`src/rtl/aes_mix_columns_seq.sv`:
```
// Iterative AES MixColumns: transforms COLS_PER_CYCLE columns of the captured state per CALC cycle.
// A per-block bypass flag passes the state through unchanged for the final round.
module aes_mix_columns_seq #(
    parameter int COLS_PER_CYCLE = 1
) (
    input  logic         clk,
    input  logic         rst_n,
    input  logic         in_valid,
    output logic         in_ready,
    input  logic [127:0] state_in,
    input  logic         bypass_in,
    output logic         out_valid,
    input  logic         out_ready,
    output logic [127:0] state_out,
    output logic         busy
);
    localparam int N = 4 / COLS_PER_CYCLE;

    typedef enum logic [1:0] {IDLE, CALC, DONE} state_t;

    state_t       state_q;
    logic [1:0]   cnt_q;
    logic [127:0] work_q;
    logic [127:0] work_d;
    logic [127:0] state_out_q;
    logic         out_valid_q;
    logic         bypass_q;
    logic         last_grp;

    function automatic logic [7:0] xt(input logic [7:0] x);
        return {x[6:0], 1'b0} ^ (x[7] ? 8'h1B : 8'h00);
    endfunction

    function automatic logic [31:0] mix_col(input logic [31:0] col);
        logic [7:0] a0, a1, a2, a3;
        {a0, a1, a2, a3} = col;
        return {xt(a0) ^ xt(a1) ^ a1 ^ a2 ^ a3,
                a0 ^ xt(a1) ^ xt(a2) ^ a2 ^ a3,
                a0 ^ a1 ^ xt(a2) ^ xt(a3) ^ a3,
                xt(a0) ^ a0 ^ a1 ^ a2 ^ xt(a3)};
    endfunction

    // Only the column group selected by cnt_q is rewritten; a bypassed block is never touched.
    always_comb begin
        work_d = work_q;
        for (int c = 0; c < 4; c++) begin
            if (!bypass_q && ((c / COLS_PER_CYCLE) == int'(cnt_q))) begin
                work_d[127-32*c -: 32] = mix_col(work_q[127-32*c -: 32]);
            end
        end
    end

    assign last_grp = (int'(cnt_q) == N - 1);

    always_ff @(posedge clk or negedge rst_n) begin
        if (!rst_n) begin
            state_q     <= IDLE;
            cnt_q       <= '0;
            work_q      <= '0;
            state_out_q <= '0;
            out_valid_q <= 1'b0;
            bypass_q    <= 1'b0;
        end else begin
            case (state_q)
                IDLE: begin
                    if (in_valid) begin
                        work_q   <= state_in;
                        bypass_q <= bypass_in;
                        cnt_q    <= '0;
                        if (bypass_in) begin
                            state_out_q <= state_in;
                            out_valid_q <= 1'b1;
                            state_q     <= DONE;
                        end else begin
                            state_q <= CALC;
                        end
                    end
                end
                CALC: begin
                    work_q <= work_d;
                    if (last_grp) begin
                        cnt_q       <= '0;
                        state_out_q <= work_d;
                        out_valid_q <= 1'b1;
                        state_q     <= DONE;
                    end else begin
                        cnt_q <= cnt_q + 2'd1;
                    end
                end
                DONE: begin
                    if (out_ready) begin
                        out_valid_q <= 1'b0;
                        state_q     <= IDLE;
                    end
                end
                default: state_q <= IDLE;
            endcase
        end
    end

    assign in_ready  = (state_q == IDLE);
    assign busy      = (state_q != IDLE);
    assign out_valid = out_valid_q;
    assign state_out = state_out_q;

endmodule

```
`config.mk`:
```
export PLATFORM = sky130hd
export DESIGN_NAME = aes_mix_columns_seq
export DESIGN_NICKNAME = d
export VERILOG_FILES = /design/src/rtl/aes_mix_columns_seq.sv
export SDC_FILE = /design/constraint.sdc
export NUM_CORES = 1
export LEC_CHECK = 0
export ABC_AREA = 1
export BUFFER_PORTS_ARGS = -buffer_cell sky130_fd_sc_hd__buf_2
export CAP_MARGIN = 0
export CELL_PAD_IN_SITES_DETAIL_PLACEMENT = 0
export CELL_PAD_IN_SITES_GLOBAL_PLACEMENT = 1
export CORE_MARGIN = 3
export CORE_UTILIZATION = 40
export CTS_CLUSTER_DIAMETER = 200
export DETAILED_ROUTE_END_ITERATION = 6
export GPL_TIMING_DRIVEN = 0
export PLACE_DENSITY = 0.9
export SYNTH_ARGS = -nofsm -noshare
export SYNTH_HDL_FRONTEND = slang
export SYNTH_SLANG_ARGS = --single-unit
```
`constraint.sdc`:
```
create_clock -name clk -period 2 [get_ports clk]
set_input_delay 0.4 -clock clk [delete_from_list [all_inputs] [get_ports clk]]
set_output_delay 0.4 -clock clk [all_outputs]
set_load 0.02 [all_outputs]
```
Yosys cells after proc, flatten, opt, wreduce, memory -nomap -nowiden
Cells that the tools add are included.
{ "op_classes": {"n_bitwise": 80, "addsub": 1, "muxes": 39, "eq_ne": 10, "n_reduce_logical": 15} }
{ "op_table": {"columns": ["operator", "count"], "rows": [
  ["$mux W128", 4],
  ["$pmux W128 S2", 2],
  ["$xor A8 B8 Y8", 64],
  ["$mux W32", 4],
  ["$xor A8 B5 Y8", 16],
  ["$mux W5", 16],
  ["$mux W2", 6],
  ["$ne A2 B2 Y1 const B", 3],
  ["$pmux W2 S3", 1],
  ["$reduce_and A5 Y1", 1],
  ["$eq A2 B1 Y1 const B", 2],
  ["$eq A2 B2 Y1 const A", 2],
  ["$logic_and A1 B1 Y1", 4],
  ["$logic_not A2 Y1", 2],
  ["$mux W1", 4],
  ["$pmux W2 S2", 1],
  ["$reduce_and A2 Y1", 2],
  ["$reduce_and A4 Y1", 1],
  ["$reduce_bool A2 Y1", 2],
  ["$pmux W1 S3", 1],
  ["$reduce_and A3 Y1", 1],
  ["$reduce_bool A3 Y1", 1],
  ["$add A2 B1 Y2 const B", 1],
  ["$eq A1 B2 Y1 const A", 1],
  ["3 further kinds", 3]
]} }
{ "totals": {"input_bits": 133, "ff_bits": 262, "elab_cells": 151, "out_inout_bits": 131} }

Longest topological paths before layout
{ "logic_depth": {"depth_word": 9, "ltp_mapped": 14} }

Worst setup path before layout
No wires, ideal clock.
{ "synth_timing": {"path_type": "register -> register", "start": "register state_q[0]", "end": "register state_out_q[78], in the netlist state_out[78]", "path_stages_with_launch": 12, "path_slack_ns": 0.388, "arrival_ns": 1.496, "required_ns": 1.884, "setup_time_ns": 0.116, "path_buffers": 2, "cell_sequence": "dfrtp_1 -> nor2_4 -> inv_2 -> or2_1 -> nand2_1 -> inv_2 -> nand2_4 -> inv_2 -> buf_2 -> buf_6 -> nand2_1 -> nand2_1"} }
{ "synth_between": {"elab_chain_len": 3, "elab_cells_between_ends": 8, "classes_between": "eq/ne (4); mux (1); reduce/logical (3)"} }
{ "synth_lines": {"columns": ["element", "line", "rtl"], "rows": [
  ["start: declaration", "21", "state_t state_q;"],
  ["start signal: assignment", "57", "state_q <= IDLE;"],
  ["start signal: assignment", "73", "state_q <= DONE;"],
  ["start signal: assignment", "75", "state_q <= CALC;"],
  ["$logic_not A2 Y1 (*)", null, null],
  ["via in_ready", "9", "output logic in_ready,"],
  ["$ne A2 B1 Y1 (no source line), or another cell as far along", null, null],
  ["$reduce_and A4 Y1 (no source line)", null, null],
  ["end signal: assignment", "71", "state_out_q <= state_in;"],
  ["end signal: assignment", "83", "state_out_q <= work_d;"],
  ["end: declaration", "25", "logic [127:0] state_out_q;"]
]} }
The timed path passes the listed nets; every way through them passes the cells marked *.
A chain may end at the register's enable or synchronous reset.

Final worst setup path
{ "layout_timing": {"start": "register state_q[1]", "end": "register work_q[45]"} }
{ "layout_between": {"elab_chain_len": 3, "elab_cells_between_ends": 6, "classes_between": "eq/ne (2); mux (1); reduce/logical (3)"} }
{ "layout_lines": {"columns": ["element", "line", "rtl"], "rows": [
  ["$eq A2 B1 Y1 or $logic_not A2 Y1 (tied branches)", "64", "case (state_q)"],
  ["$reduce_bool A2 Y1 (no source line) or $ne A2 B2 Y1 (tied branches)", null, null],
  ["$reduce_and A2 Y1 (no source line)", null, null],
  ["end signal: assignment", "67", "work_q <= state_in;"],
  ["end signal: assignment", "80", "work_q <= work_d;"],
  ["end: declaration", "23", "logic [127:0] work_q;"]
]} }
Several ways; a longest one is shown, not always the timed one.

==> results.toml <==
[route]
ant_nets = 0
drc = 0
route.final.wire_length_um = 74900
firstDrtPassIters = 5
wl_per_cell_um = 16.9
initialDrtViolationCount = 1943
avgViaCountPerCell = 5.07
num_vias = 22500

[power_and_ir_drop]
irDropWorstVdd_v = 0.000965
cellLeakagePower_nw = 13.7
power_w = 0.0495
power_density_nw_per_um2 = 2130

[floorplan]
ios = 264
die_x_um = 228
die_h_um = 228
num_rows = 80
core_um2 = 48100
initial_core_util_pct = 40.9
die-area_um2 = 51900

[flow_run]
max_cap_viol_count = 0

[global_route]
grt_max_degree = 113
grt_pass1_wl_um = 115000
grt_usage_pct = 27.9
first_global_vias = 20200
overflow = 0
antenna_found_initial = 4

[placement]
placed_cell_area_um2 = 21900
place.gp.congestion = 0.931
hpwl_um = 55000
portBuffers = 263

[sta]
period_share_pct = 97.1
relSlewSlack_pct = 52.2
max_freq_mhz = 515
clock_skew_ps = 29.0
period_minus_slack_ps = 1940
setup_viol = 0
tightestPinTransition_ps = 717
slew_viol_final = 0
hold_viol_final = 0
hold_ws_ps = 33.8

[clocking]
cts_tree = "done"
path_clk_slew_ps = 60
root_buffer = "clkbuf_16"
cts_max_path_buffers = 3
h-tree-depth = 2
cts.sinks = 262
cts_buffers = 34
worst_skew_pair.late_latency_ps = 570

[setup_path]
cp-end-kind = "flip-flop"
critPathArrivalTime_ps = 2430
required_ps = 2480
setup.worst_path.start_class = "flip-flop"
cp_max_fo = 10
path_class = "reg2reg"

[synth]
synth.largest_area_cell = "nand2_1"
synthCells = 3441
ys_types = 26
synth_area_leaders = "nand2_1, dfrtp_1, nand3_1, a21oi_1, inv_1"
synth_warnings = 0
synth_top_area_share_pct = 41.6
syn_area_um2 = 19700
syn-num-nets = 3578
synth_seq_cells = 262
avgSynthCellArea_um2 = 5.72
seq_area_frac_synth_pct = 33.3

[finish]
layout_commonest_cell = "nand2_1"
fillers = 5223
fin_nets = 3883
syn2layout_area_growth_pct = 18.1
layout_common_cells = "nand2_1, buf_2, dfrtp_1"
drive_above_1_share_pct = 13.0
fin_area_um2 = 23300

[hold_path]
hp-class = "in2reg"

[outcome]
status = "finished clean"
[power by group]
| part | switching (W) | total [W] | internal (W) |
|---|---|---|---|
| clock network | 0.00262 | 0.00640 | 0.00377 |
| logic | 0.0226 | 0.0328 | 0.0102 |
| registers | 0.00236 | 0.0103 | 0.00794 |
| total | 0.0276 | 0.0495 | 0.0219 |
[sequential cells by signal, indices dropped and copies added (netlist names)]
name and count:
out_valid 1, work_q 128, state_out 128, state_q 2, bypass_q 1, cnt_q 2
[critical path: stages, from the launching register on]
cell      delay, ps
dfrtp_2         440
nor2_4          220
nand2_1         150
nand2_1         170
clkbuf_4        300
buf_2           310
nand2_1         160
nand2_1          90
[worst paths after layout]
| check | from | to | slack, ps | depth (start not counted) |
|---|---|---|---|---|
| worst max-delay path | state_q[1] | work_q[45] | 60 | 7 |
| worst min-delay path | out_ready | state_q[1] | 30 | 2 |
| worst max register to register | state_q[1] | work_q[45] | 60 | 7 |
| worst min register to register | state_out[11] | state_out[11] | 470 | 2 |
| max in group asynchronous | rst_n | work_q[11] | 580 | 3 |
| min in group asynchronous | rst_n | state_out[57] | 400 | 2 |
[repair_timing]
| action | 4_1_cts | 5_1_grt |
|---|---|---|
| resized for setup | 39 | 51 |
| endpoints found under the hold margin | 71 | 0 |
| hold buffers | 1 | 0 |
| pin swaps | 0 | 2 |
| setup buffers | 0 | 3 |
| setup endpoints to repair | 211 | 197 |
[per-layer routing]
| metal | wire (µm) | share of wire, % | vias to the layer above | track usage [%] |
|---|---|---|---|---|
| met5 | 31 | 0.041 | - | 0 |
| met4 | 2740 | 3.7 | 4 | 10.0 |
| met3 | 6420 | 8.6 | 135 | 5.84 |
| met2 | 33500 | 45 | 859 | 44.3 |
| met1 | 32300 | 43 | 10200 | 37.7 |
| li1 | - | - | 11200 | - |
[through the flow]
step                setup slack, ps  TNS (ps)  util [%]  instances
floorplan                       388         0         -       3441
global placement              -4630  -1225110      45.4       4360
detailed placement             -518    -26540      45.5       4362
CTS                           -3.40     -3.40      48.1       4424
global route                 -0.653    -0.653      48.3       4428
finish                         58.0         0      48.3       4429
[layout make-up]
class                           instances  area, µm²  area share (%)
Sequential cell                       262       6560            28.2
Tap cell                              656        821            3.53
Clock inverter                         17        203           0.871
Antenna cell                            2       5.00          0.0215
Timing Repair Buffer                  269       1410            6.08
Inverter                              210        802            3.45
Multi-Input combinational cell       2804      11500            49.6
Clock buffer                           44        948            4.08
Buffer                                165        980            4.21
[kinds of logic (layout without fill, tap and decap cells)]
group | Yosys count | in the layout | share of synthesized area, %
adder cells (fa/ha/maj) | 4 | 4 | 0.254
AND/OR/NAND/NOR | 2487 | 2487 | 49.2
buffers and inverters | 375 | 705 | 8.37
AO/OA/AOI/OAI | 265 | 265 | 6.75
other | 0 | 2 | 0
XOR/XNOR | 48 | 48 | 2.13
flip-flops | 262 | 262 | 33.3
[synth_stat cells]
cell type / count
nand2_1: 2182
dfrtp_1: 262
nand3_1: 249
inv_1: 199
a21oi_1: 183
buf_2: 89
o21ai_1: 58
clkbuf_1: 47
nor2_1: 44
xnor2_1: 26
o21ai_0: 23
xor2_1: 22
buf_6: 13
buf_4: 8
buf_1: 7
nand3b_1: 7
clkinv_1: 6
inv_2: 5
ha_1: 4
clkbuf_2: 1
nand2_4: 1
nand4_1: 1
nor2_2: 1
nor2_4: 1
o21bai_1: 1
or2_1: 1
(Power assumes the default switching activity.)
